$ cat config.mk
export PLATFORM = sky130hd
export DESIGN_NAME = target_picker
export DESIGN_NICKNAME = d
export VERILOG_FILES = /design/src/rtl/target_pkg.sv /design/src/rtl/lfsr_core.sv /design/src/rtl/target_picker.sv
export SDC_FILE = /design/constraint.sdc
export NUM_CORES = 1
export LEC_CHECK = 0
export CORE_UTILIZATION = 52
export DETAILED_ROUTE_END_ITERATION = 7
export PLACE_DENSITY = 0.78
export SLEW_MARGIN = 20
export SYNTH_ARGS = -nofsm -noshare
export SYNTH_HDL_FRONTEND = slang
export SYNTH_SLANG_ARGS = --single-unit
$ cat constraint.sdc
create_clock -name i_clk -period 3.4 [get_ports i_clk]
set_input_delay 0.68 -clock i_clk [delete_from_list [all_inputs] [get_ports i_clk]]
set_output_delay 0.68 -clock i_clk [all_outputs]
set_load 0.01 [all_outputs]
$ cat src/rtl/target_pkg.sv
// Shared constants and FSM state type for the snake target picker.
// Latency: n/a (package only).
// Backpressure: n/a.
package target_pkg;

   // Default coordinate widths for a 160x120 playfield.
   localparam int DEF_X_W = 8;
   localparam int DEF_Y_W = 7;

   // Default Fibonacci tap masks (maximal-length for 8 and 7 bits).
   localparam logic [7:0] DEF_X_TAPS = 8'hB8;
   localparam logic [6:0] DEF_Y_TAPS = 7'h60;

   // Default playfield limits: legal coordinates are 0..LIMIT-1.
   localparam int DEF_X_LIMIT = 160;
   localparam int DEF_Y_LIMIT = 120;

   // Default LFSR seeds; these also form the target held after reset.
   localparam int DEF_SEED_X = 80;
   localparam int DEF_SEED_Y = 60;

   // Default number of candidate draws before the fallback target is used.
   localparam int DEF_MAX_TRIES = 16;

   // IDLE: target valid and stable.  SEARCH: drawing candidates.
   typedef enum logic {
      IDLE   = 1'b0,
      SEARCH = 1'b1
   } state_t;

endpackage

$ cat src/rtl/lfsr_core.sv
// Free-running Fibonacci XNOR LFSR with optional seed load (TARGET_PICKER_SEED_LOAD_EN).
// Latency: one step per clock; a load takes effect on the next edge.
// Backpressure: none, the register steps every cycle.
module lfsr_core
   import target_pkg::*;
#(
   parameter int           W    = 8,
   parameter logic [W-1:0] TAPS = '0,
   parameter logic [W-1:0] SEED = '0
)(
   input  logic         i_clk,
   input  logic         i_rst_n,
`ifdef TARGET_PICKER_SEED_LOAD_EN
   input  logic         i_load,
   input  logic [W-1:0] i_load_val,
`endif
   output logic [W-1:0] o_lfsr
);

   logic [W-1:0] r_lfsr;
   logic [W-1:0] w_next;

   // Next value: shift left with the XNOR of the tapped bits as the new LSB;
   // a load overrides the step, and all-ones (the XNOR lock-up) falls back to SEED.
   always_comb begin
      w_next = {r_lfsr[W-2:0], ~^(r_lfsr & TAPS)};
`ifdef TARGET_PICKER_SEED_LOAD_EN
      if (i_load) begin
         w_next = (&i_load_val) ? SEED : i_load_val;
      end
`endif
   end

   // LFSR state register, forced to SEED while reset is held.
   always_ff @(posedge i_clk or negedge i_rst_n) begin
      if (!i_rst_n) begin
         r_lfsr <= SEED;
      end else begin
         r_lfsr <= w_next;
      end
   end

   assign o_lfsr = r_lfsr;

   // An all-ones seed would lock the XNOR LFSR; a 1-bit LFSR cannot shift.
   if (SEED == {W{1'b1}}) begin : g_bad_seed
      $error("lfsr_core: SEED must not be all-ones");
   end
   if (W < 2) begin : g_bad_width
      $error("lfsr_core: W must be at least 2");
   end

endmodule

$ cat src/rtl/target_picker.sv
// Picks a random legal target cell distinct from the current target and the snake head.
// Latency: 1..MAX_TRIES cycles from the SEARCH entry to VALID; fallback target after MAX_TRIES rejects.
// Backpressure: none; TARGET_REACHED is dropped while BUSY. Optional seed load: TARGET_PICKER_SEED_LOAD_EN.
module target_picker
   import target_pkg::*;
#(
   parameter int             X_W       = DEF_X_W,
   parameter int             Y_W       = DEF_Y_W,
   parameter logic [X_W-1:0] X_TAPS    = X_W'(DEF_X_TAPS),
   parameter logic [Y_W-1:0] Y_TAPS    = Y_W'(DEF_Y_TAPS),
   parameter int             X_LIMIT   = DEF_X_LIMIT,
   parameter int             Y_LIMIT   = DEF_Y_LIMIT,
   parameter int             SEED_X    = DEF_SEED_X,
   parameter int             SEED_Y    = DEF_SEED_Y,
   parameter int             MAX_TRIES = DEF_MAX_TRIES
)(
   input  logic           i_clk,
   input  logic           i_rst_n,
   input  logic           i_target_reached,
   input  logic [X_W-1:0] i_head_x,
   input  logic [Y_W-1:0] i_head_y,
`ifdef TARGET_PICKER_SEED_LOAD_EN
   input  logic           i_seed_load,
   input  logic [X_W-1:0] i_seed_x_in,
   input  logic [Y_W-1:0] i_seed_y_in,
`endif
   output logic [X_W-1:0] o_target_x,
   output logic [Y_W-1:0] o_target_y,
   output logic           o_valid,
   output logic           o_busy
);

   // Try counter holds 0..MAX_TRIES-1 and is sized so it can never wrap.
   localparam int TRY_W = $clog2(MAX_TRIES + 1);

   // Limits widened by one bit so a limit of 2**W is representable.
   localparam logic [X_W:0]       X_LIM_V  = (X_W + 1)'(X_LIMIT);
   localparam logic [Y_W:0]       Y_LIM_V  = (Y_W + 1)'(Y_LIMIT);
   localparam logic [X_W-1:0]     X_LAST   = X_W'(X_LIMIT - 1);
   localparam logic [Y_W-1:0]     Y_LAST   = Y_W'(Y_LIMIT - 1);
   localparam logic [X_W-1:0]     SEED_XV  = X_W'(SEED_X);
   localparam logic [Y_W-1:0]     SEED_YV  = Y_W'(SEED_Y);
   localparam logic [TRY_W-1:0]   TRY_LAST = TRY_W'(MAX_TRIES - 1);

   state_t           r_state;
   state_t           w_state_nxt;
   logic [X_W-1:0]   r_target_x;
   logic [Y_W-1:0]   r_target_y;
   logic [TRY_W-1:0] r_tries;

   logic [X_W-1:0]   w_lfsr_x;
   logic [Y_W-1:0]   w_lfsr_y;
   logic [X_W-1:0]   w_fb_x;
   logic [Y_W-1:0]   w_fb_y;
   logic             w_in_range;
   logic             w_hit_target;
   logic             w_hit_head;
   logic             w_accept;
   logic             w_last_try;

   // ------------------------------------------------------------------
   // Random sources: both LFSRs run in every state, the FSM only samples them.
   // ------------------------------------------------------------------
   lfsr_core #(
      .W    (X_W),
      .TAPS (X_TAPS),
      .SEED (SEED_XV)
   ) u_lfsr_x (
      .i_clk      (i_clk),
      .i_rst_n    (i_rst_n),
`ifdef TARGET_PICKER_SEED_LOAD_EN
      .i_load     (i_seed_load),
      .i_load_val (i_seed_x_in),
`endif
      .o_lfsr     (w_lfsr_x)
   );

   lfsr_core #(
      .W    (Y_W),
      .TAPS (Y_TAPS),
      .SEED (SEED_YV)
   ) u_lfsr_y (
      .i_clk      (i_clk),
      .i_rst_n    (i_rst_n),
`ifdef TARGET_PICKER_SEED_LOAD_EN
      .i_load     (i_seed_load),
      .i_load_val (i_seed_y_in),
`endif
      .o_lfsr     (w_lfsr_y)
   );

   // ------------------------------------------------------------------
   // Candidate qualification: in range, not the current target, not the head.
   // ------------------------------------------------------------------
   assign w_in_range   = ({1'b0, w_lfsr_x} < X_LIM_V) && ({1'b0, w_lfsr_y} < Y_LIM_V);
   assign w_hit_target = (w_lfsr_x == r_target_x) && (w_lfsr_y == r_target_y);
   assign w_hit_head   = (w_lfsr_x == i_head_x)   && (w_lfsr_y == i_head_y);
   assign w_accept     = w_in_range && !w_hit_target && !w_hit_head;
   assign w_last_try   = (r_tries == TRY_LAST);

   // Fallback is the diagonal neighbour with wrap; it is deliberately not
   // checked against the head so the search always terminates.
   assign w_fb_x = (r_target_x == X_LAST) ? '0 : r_target_x + X_W'(1);
   assign w_fb_y = (r_target_y == Y_LAST) ? '0 : r_target_y + Y_W'(1);

   // ------------------------------------------------------------------
   // FSM
   // ------------------------------------------------------------------

   // State register; reset always lands in IDLE, aborting any search.
   always_ff @(posedge i_clk or negedge i_rst_n) begin
      if (!i_rst_n) begin
         r_state <= IDLE;
      end else begin
         r_state <= w_state_nxt;
      end
   end

   // Next state: a request starts a search; acceptance or the last try ends it.
   always_comb begin
      w_state_nxt = r_state;
      case (r_state)
         IDLE: begin
            if (i_target_reached) begin
               w_state_nxt = SEARCH;
            end
         end
         SEARCH: begin
            if (w_accept || w_last_try) begin
               w_state_nxt = IDLE;
            end
         end
         default: begin
            w_state_nxt = IDLE;
         end
      endcase
   end

   // Outputs decoded from state only, so VALID is high throughout reset.
   always_comb begin
      o_valid = 1'b0;
      o_busy  = 1'b0;
      case (r_state)
         IDLE:    o_valid = 1'b1;
         SEARCH:  o_busy  = 1'b1;
         default: o_valid = 1'b0;
      endcase
   end

   // ------------------------------------------------------------------
   // Datapath: target and try counter. The target only changes on the edge
   // that leaves SEARCH, so it is stable for the whole search.
   // ------------------------------------------------------------------

   // Target / try-counter update.
   always_ff @(posedge i_clk or negedge i_rst_n) begin
      if (!i_rst_n) begin
         r_target_x <= SEED_XV;
         r_target_y <= SEED_YV;
         r_tries    <= '0;
      end else begin
         case (r_state)
            IDLE: begin
               if (i_target_reached) begin
                  r_tries <= '0;
               end
            end
            SEARCH: begin
               if (w_accept) begin
                  r_target_x <= w_lfsr_x;
                  r_target_y <= w_lfsr_y;
               end else if (w_last_try) begin
                  r_target_x <= w_fb_x;
                  r_target_y <= w_fb_y;
               end else begin
                  r_tries <= r_tries + TRY_W'(1);
               end
            end
            default: begin
               r_tries <= '0;
            end
         endcase
      end
   end

   assign o_target_x = r_target_x;
   assign o_target_y = r_target_y;

   // ------------------------------------------------------------------
   // Elaboration-time parameter sanity.
   // ------------------------------------------------------------------
   if (SEED_X < 0 || SEED_X >= X_LIMIT) begin : g_bad_seed_x
      $error("target_picker: SEED_X outside 0..X_LIMIT-1");
   end
   if (SEED_Y < 0 || SEED_Y >= Y_LIMIT) begin : g_bad_seed_y
      $error("target_picker: SEED_Y outside 0..Y_LIMIT-1");
   end
   if (SEED_XV == {X_W{1'b1}}) begin : g_lock_seed_x
      $error("target_picker: SEED_X is the all-ones lock-up value");
   end
   if (SEED_YV == {Y_W{1'b1}}) begin : g_lock_seed_y
      $error("target_picker: SEED_Y is the all-ones lock-up value");
   end
   if (X_LIMIT < 2 || X_LIMIT > (1 << X_W)) begin : g_bad_x_limit
      $error("target_picker: X_LIMIT must be in 2..2**X_W");
   end
   if (Y_LIMIT < 2 || Y_LIMIT > (1 << Y_W)) begin : g_bad_y_limit
      $error("target_picker: Y_LIMIT must be in 2..2**Y_W");
   end
   if (MAX_TRIES < 1) begin : g_bad_tries
      $error("target_picker: MAX_TRIES must be at least 1");
   end

endmodule

==> impl_metrics.tcl, run 1 <==
set metrics [dict create \
    status "completed" \
    synth.distinct_cells 45 \
    crit_path_end_kind "flip-flop" \
    final-setup-viol-count 0 \
    num_rows 22 \
    grt_overflow_total 0 \
    fin_util 0.688 \
    crit_chain "clkdlybuf4s50_1 -> xnor2_1 -> nand4_1 -> nor4_2 -> nor3_2 -> buf_4 -> or2_0 -> mux2i_1" \
    power.leakage_nw 1.06 \
    yosysSeqAreaShare 0.435 \
    hold_viol_final 0 \
    avgSynthCellArea_um2 10.1 \
    area_growth_pct 23.2 \
    grt_pass1_wl_um 7850 \
    synth_warnings 0 \
    place.detailed.hpwl_um 3490 \
    routed_wl_um 4830 \
    multiInputGateArea_um2 1100 \
    place.gp.congestion 0.841 \
    max_slew_margin 0.497 \
    first_global_vias 1651 \
    yosysTopAreaCell "dfrtp_1" \
    root_buffer "clkbuf_8" \
    cts-htree-levels 2 \
    synth_top_area_share 0.285 \
    first_iter_violations 86 \
    post_cts_buffers 0 \
    clk_pin_slew_ns 0.07 \
    yosys.cell_count.top_type "xnor2_1" \
    antenna_cells 0 \
    cp.arrival_ns 2.63 \
    initial_core_util 0.558 \
    drc 0 \
    power_density_nw_per_um2 418 \
    regArea_um2 916 \
    num_vias 1735 \
    cts.sinks 36 \
    worst_pin_slew_ns 0.744 \
    track_usage 0.246 \
    synthTopCellsByCount "xnor2_1, dfrtp_1, nand2_1" \
    grt_setup_unrepaired "false" \
    core_um2 3770 \
    async_flop_share 1.00 \
    cts_hold_buf 0 \
    routedWlPerCell_um 16.5 \
    dieArea_um2 4310 \
    hold_ws_ns 0.410 \
    period_share 0.722 \
    io_pins 35 \
    grt_max_degree 37 \
    syn-num-nets 232 \
    chipWidth_um 65.6 \
    synth_area_leaders "dfrtp_1, dfstp_2, xnor2_1" \
    path_delay_family "simple AND/OR/NAND/NOR gates" \
    dp_cells 285 \
    synth_edf_count 0 \
    post_cts_resized 0 \
    min_path_type "reg -> reg" \
    clock_latency_ns 0.29 \
    synth_cells 209 \
    dr.pass1.iters 4 \
    syn_area_um2 2110 \
    ys_seq_elements 36 \
    drv_cap 0 \
    slowest_delay_ns 0.48 \
    cts_tree "yes" \
    fin_skew_ns 0.00364 \
    cp_max_fo 27 \
    numPortBuffers 34 \
    peakVddDrop_mv 0.247 \
    fin_tns_setup_ns 0 \
    antenna_found_initial 0 \
    synthFlopType "dfrtp_1" \
    critPathBufInv 2 \
    dp_slack_ns 0.611 \
    cts_buffer_depth 2 \
    drive_gt1_frac 0.114 \
    fin_nets 267 \
    worst_slack_ns 0.946 \
    path_class "in -> reg" \
    instances_no_fill 293 \
    max_freq_mhz 407 \
    fin_crit_ns 2.45 \
    cts_made_buffers 5 \
    die_h_um 65.6 \
    postRouteAntennaNets 0 \
    critPathLaunchType "input port" \
    n_fill_cell 316 \
    cp.required_ns 3.57 \
    drv_slew 0 \
    vias_per_cell 5.92 \
    cp_slowest_cell "clkdlybuf4s50_1" \
]
-- logic make-up (layout without fill, tap and decap cells) --
group,after synthesis,in the layout,synth area share
AND/OR/NAND/NOR,65,65,0.173
AO/OA/AOI/OAI,39,39,0.127
flip-flops,36,36,0.435
XOR/XNOR,34,34,0.141
buffers and inverters,19,55,0.0410
multiplexers,11,11,0.0529
adder cells (fa/ha/maj),5,5,0.0297
-- cells in the final DEF, fill, tap and decap left out, types with 2 or more instances in the layout --
cell and n:
o22ai_1 5, nor2_1 7, dfstp_2 12, buf_4 4, nor4_2 2, nand4_1 9
o211ai_1 2, a211oi_1 2, nand2b_1 2, nand2_1 15, a21oi_1 4, a2bb2oi_1 3
clkbuf_8 5, a21o_1 2, inv_1 9, ha_1 5, nor3_1 6, nor4b_1 3
xnor2_1 34, or4_1 2, o2bb2ai_1 2, o21ai_0 10, dfrtp_1 24, and3_1 4
nand3_1 8, mux2i_1 10, clkdlybuf4s50_1 34
-- report_power, final --
part	leakage, nW	internal (mW)	switching (mW)
clock	0.0541	0.217	0.156
combinational	0.595	0.116	0.0858
sequential	0.407	0.461	0.0487
total	1.06	0.794	0.290
-- through the flow --
| stage | power, mW | cell area, um^2 |
|---|---|---|
| detailed placement | 0.719 | 2480 |
| global route | 1.13 | 2590 |
| global placement | 0.714 | 2480 |
| CTS | 1.09 | 2590 |
| finish | 1.08 | 2590 |
| floorplan | 0.618 | 2110 |
-- sequential cells by signal (all words and copies together) (netlist names) --
register / flops
r_tries: 5
o_target_x: 8
u_lfsr_y.o_lfsr: 7
r_state: 1
u_lfsr_x.o_lfsr: 8
o_target_y: 7
-- final cells by class --
| type | instances | share of cell area |
|---|---|---|
| repair buffers | 38 | 0.143 |
| inverters | 9 | 0.0130 |
| clock inverters | 3 | 0.0164 |
| clock buffers | 5 | 0.0265 |
| multi-input cells | 154 | 0.425 |
| well taps | 48 | 0.0231 |
| flip-flops and latches | 36 | 0.353 |
-- worst paths after layout --
check | slack, ns | to | cells after the start | from
min reg2reg | 0.41 | u_lfsr_y.o_lfsr[3] | 0 | u_lfsr_y.o_lfsr[2]
max reg2reg | 1.01 | o_target_x[6] | 6 | r_tries[0]
max in group asynchronous | 2.26 | u_lfsr_y.o_lfsr[5] | 2 | i_rst_n
min in group asynchronous | 0.80 | u_lfsr_x.o_lfsr[0] | 2 | i_rst_n
min | 0.41 | u_lfsr_y.o_lfsr[3] | 0 | u_lfsr_y.o_lfsr[2]
max | 0.95 | r_tries[1] | 8 | i_head_y[0]
-- worst register-to-register path: stages, from the launching register on --
cell and delay, ns:
dfrtp_1 0.39, ha_1 0.17, and3_1 0.17, ha_1 0.44
nand2_1 0.39, or4_1 0.60, o311a_1 0.15
-- routing by layer --
layer  up-vias  track usage  wire length, um
li1        826            -                -
met1       850        0.323             2210
met3        11       0.0399              210
met5         -            0                0
met4         0        0.114              118
met2        48        0.393             2300
Power figures use the tool's default switching activity.
==> run 2, diff against run 1 <==
CORE_UTILIZATION = 48   (was 52)
PLACE_DENSITY = 0.76   (was 0.78)
clock period = 2.2 ns   (was 3.4 ns; I/O delays follow)
==> impl_metrics.tcl, run 2 (synthesis gave the netlist of run 1 again) <==
set metrics [dict create \
    initial_core_util 0.512 \
    first_iter_violations 67 \
    drv_cap 0 \
    root_buffer "clkbuf_8" \
    critPathMostFrequentCell "buf_4" \
    routedWlPerCell_um 16.1 \
    instances_no_fill 314 \
    dr_wl_met2_um 2420 \
    core_um2 4120 \
    final-setup-viol-count 0 \
    fin_crit_ns 2.10 \
    startpoint "i_head_y[0]" \
    track_usage 0.237 \
    power_density_nw_per_um2 607 \
    drv_slew 0 \
    place.gp.congestion 0.876 \
    grt_setup_unrepaired "true" \
    crit_chain "clkdlybuf4s50_1 -> xnor2_1 -> nand4_1 -> nor4_4 -> buf_4 -> nor4_2 -> buf_4 -> o311a_1" \
    final_cell_mix "xnor2_1, clkdlybuf4s50_1, dfrtp_1" \
    dr.pass1.iters 4 \
    antenna_found_initial 0 \
    crit_end "o_target_x[6]" \
    cts_made_buffers 5 \
    finalInstanceArea_um2 2810 \
    num_vias 1788 \
    vias_per_cell 5.69 \
    period_share 0.956 \
    max_freq_mhz 475 \
    layout_commonest_cell "xnor2_1" \
    antenna_cells 0 \
    grt_overflow_total 0 \
    num_rows 23 \
    path_class "in -> reg" \
    peakVddDrop_mv 0.364 \
    status "completed" \
    worst_slack_ns 0.0962 \
    cp.required_ns 2.42 \
    io_pins 35 \
    cts_buffer_depth 2 \
    max_slew_margin 0.694 \
    top_layer "met4" \
    placed_area_um2 2610 \
    numPortBuffers 34 \
    cp.arrival_ns 2.32 \
    timing.rr.end "r_tries[3]" \
    first_global_vias 1684 \
    grt_max_degree 37 \
    clk_pin_slew_ns 0.07 \
    dp_cells 304 \
    r2r_cells 7 \
    cts-htree-levels 2 \
    wl_met1_um 2310 \
    total_power_mw 1.71 \
    dp_slack_ns -0.336 \
    crit_path_end_kind "flip-flop" \
    rrSetupSlack_ns 0.1 \
    slowest_delay_ns 0.48 \
    clock_latency_ns 0.29 \
    drc 0 \
    grt_pass1_wl_um 7980 \
    postRouteAntennaNets 0 \
    place.detailed.hpwl_um 3730 \
    fin_util 0.684 \
    cp_slowest_cell "clkdlybuf4s50_1" \
    reg2reg_from "u_lfsr_y.o_lfsr[5]" \
    area_growth_pct 33.6 \
    power.leakage_nw 1.22 \
    min_path_type "reg -> reg" \
    dieArea_um2 4660 \
    fin_skew_ns 0.00418 \
    worst_pin_slew_ns 0.458 \
    cts_tree "yes" \
    critPathLaunchType "input port" \
    fin_nets 286 \
    chipWidth_um 68.2 \
    cp_max_fo 5 \
    cts.sinks 36 \
    die_h_um 68.2 \
    routed_wl_um 5070 \
    hold_viol_final 0 \
    routed-wl-met3_um 278 \
    drive_gt1_frac 0.197 \
]
-- run 2: cell types whose count changed in the layout (fill, tap and decap cells not counted), moves of 2 or more --
cell | previous run | this run
buf_4 | 4 | 21
clkdlybuf4s50_1 | 34 | 32
dlymetal6s2s_1 | 0 | 2
nor4_4 | 0 | 2
nor4b_1 | 3 | 1
o21ai_0 | 10 | 8
o21ai_1 | 0 | 2
-- run 2: cell type report --
| class | instances | area [um^2] |
|---|---|---|
| fillers | 322 | 1300 |
| multi-input cells | 154 | 1170 |
| clock inverters | 2 | 35.0 |
| inverters | 9 | 33.8 |
| flip-flops and latches | 36 | 917 |
| clock buffers | 6 | 72.6 |
| repair buffers | 57 | 519 |
| well taps | 50 | 62.6 |
-- run 2: how the worst min path moves through the flow --
stage	to	slack (ns)	startpoint	depth (start not counted)
finish	u_lfsr_y.o_lfsr[5]	0.40	u_lfsr_y.o_lfsr[4]	0
global route	u_lfsr_y.o_lfsr[5]	0.41	u_lfsr_y.o_lfsr[4]	0
CTS	u_lfsr_y.o_lfsr[5]	0.41	u_lfsr_y.o_lfsr[4]	0
detailed placement	u_lfsr_y.o_lfsr[5]	0.39	u_lfsr_y.o_lfsr[4]	0
global placement	u_lfsr_y.o_lfsr[5]	0.39	u_lfsr_y.o_lfsr[4]	0
floorplan	o_target_x[0]	0.14	i_rst_n	0
-- run 2: routing by layer --
layer / track usage / vias up
li1: - / 863
met1: 0.316 / 872
met2: 0.373 / 47
met3: 0.0567 / 6
met4: 0.0807 / 0
met5: 0 / -
-- run 2: critical path, delay by kind of cell --
kind,cells,cell delay [ns]
buf+inv,3,0.83
compound gates,1,0.33
simple gates,3,0.62
xor+xnor,1,0.12
-- run 2: through the flow --
| step | hold slack [ns] | setup TNS [ns] |
|---|---|---|
| after detailed placement | 0.394 | -3.84 |
| final | 0.404 | 0 |
| after CTS | 0.405 | 0 |
| after global routing | 0.409 | -0.00145 |
| after global placement | 0.394 | -2.61 |
| after floorplan | 0.144 | 0 |
-- run 2: where the power goes --
| part | leakage [nW] | switching, mW | internal [mW] | total [mW] |
|---|---|---|---|---|
| logic | 0.759 | 0.173 | 0.206 | 0.379 |
| clock network | 0.0552 | 0.232 | 0.336 | 0.569 |
| registers | 0.406 | 0.0478 | 0.713 | 0.761 |
-- run 2: timing repair --
item	in CTS	in global routing
endpoints found under the setup margin	2	9
hold endpoints to repair	0	0
gates resized for setup	1	17
buffers inserted	0	1
gates cloned	0	1
pin swaps	1	7
hold buffers	0	0
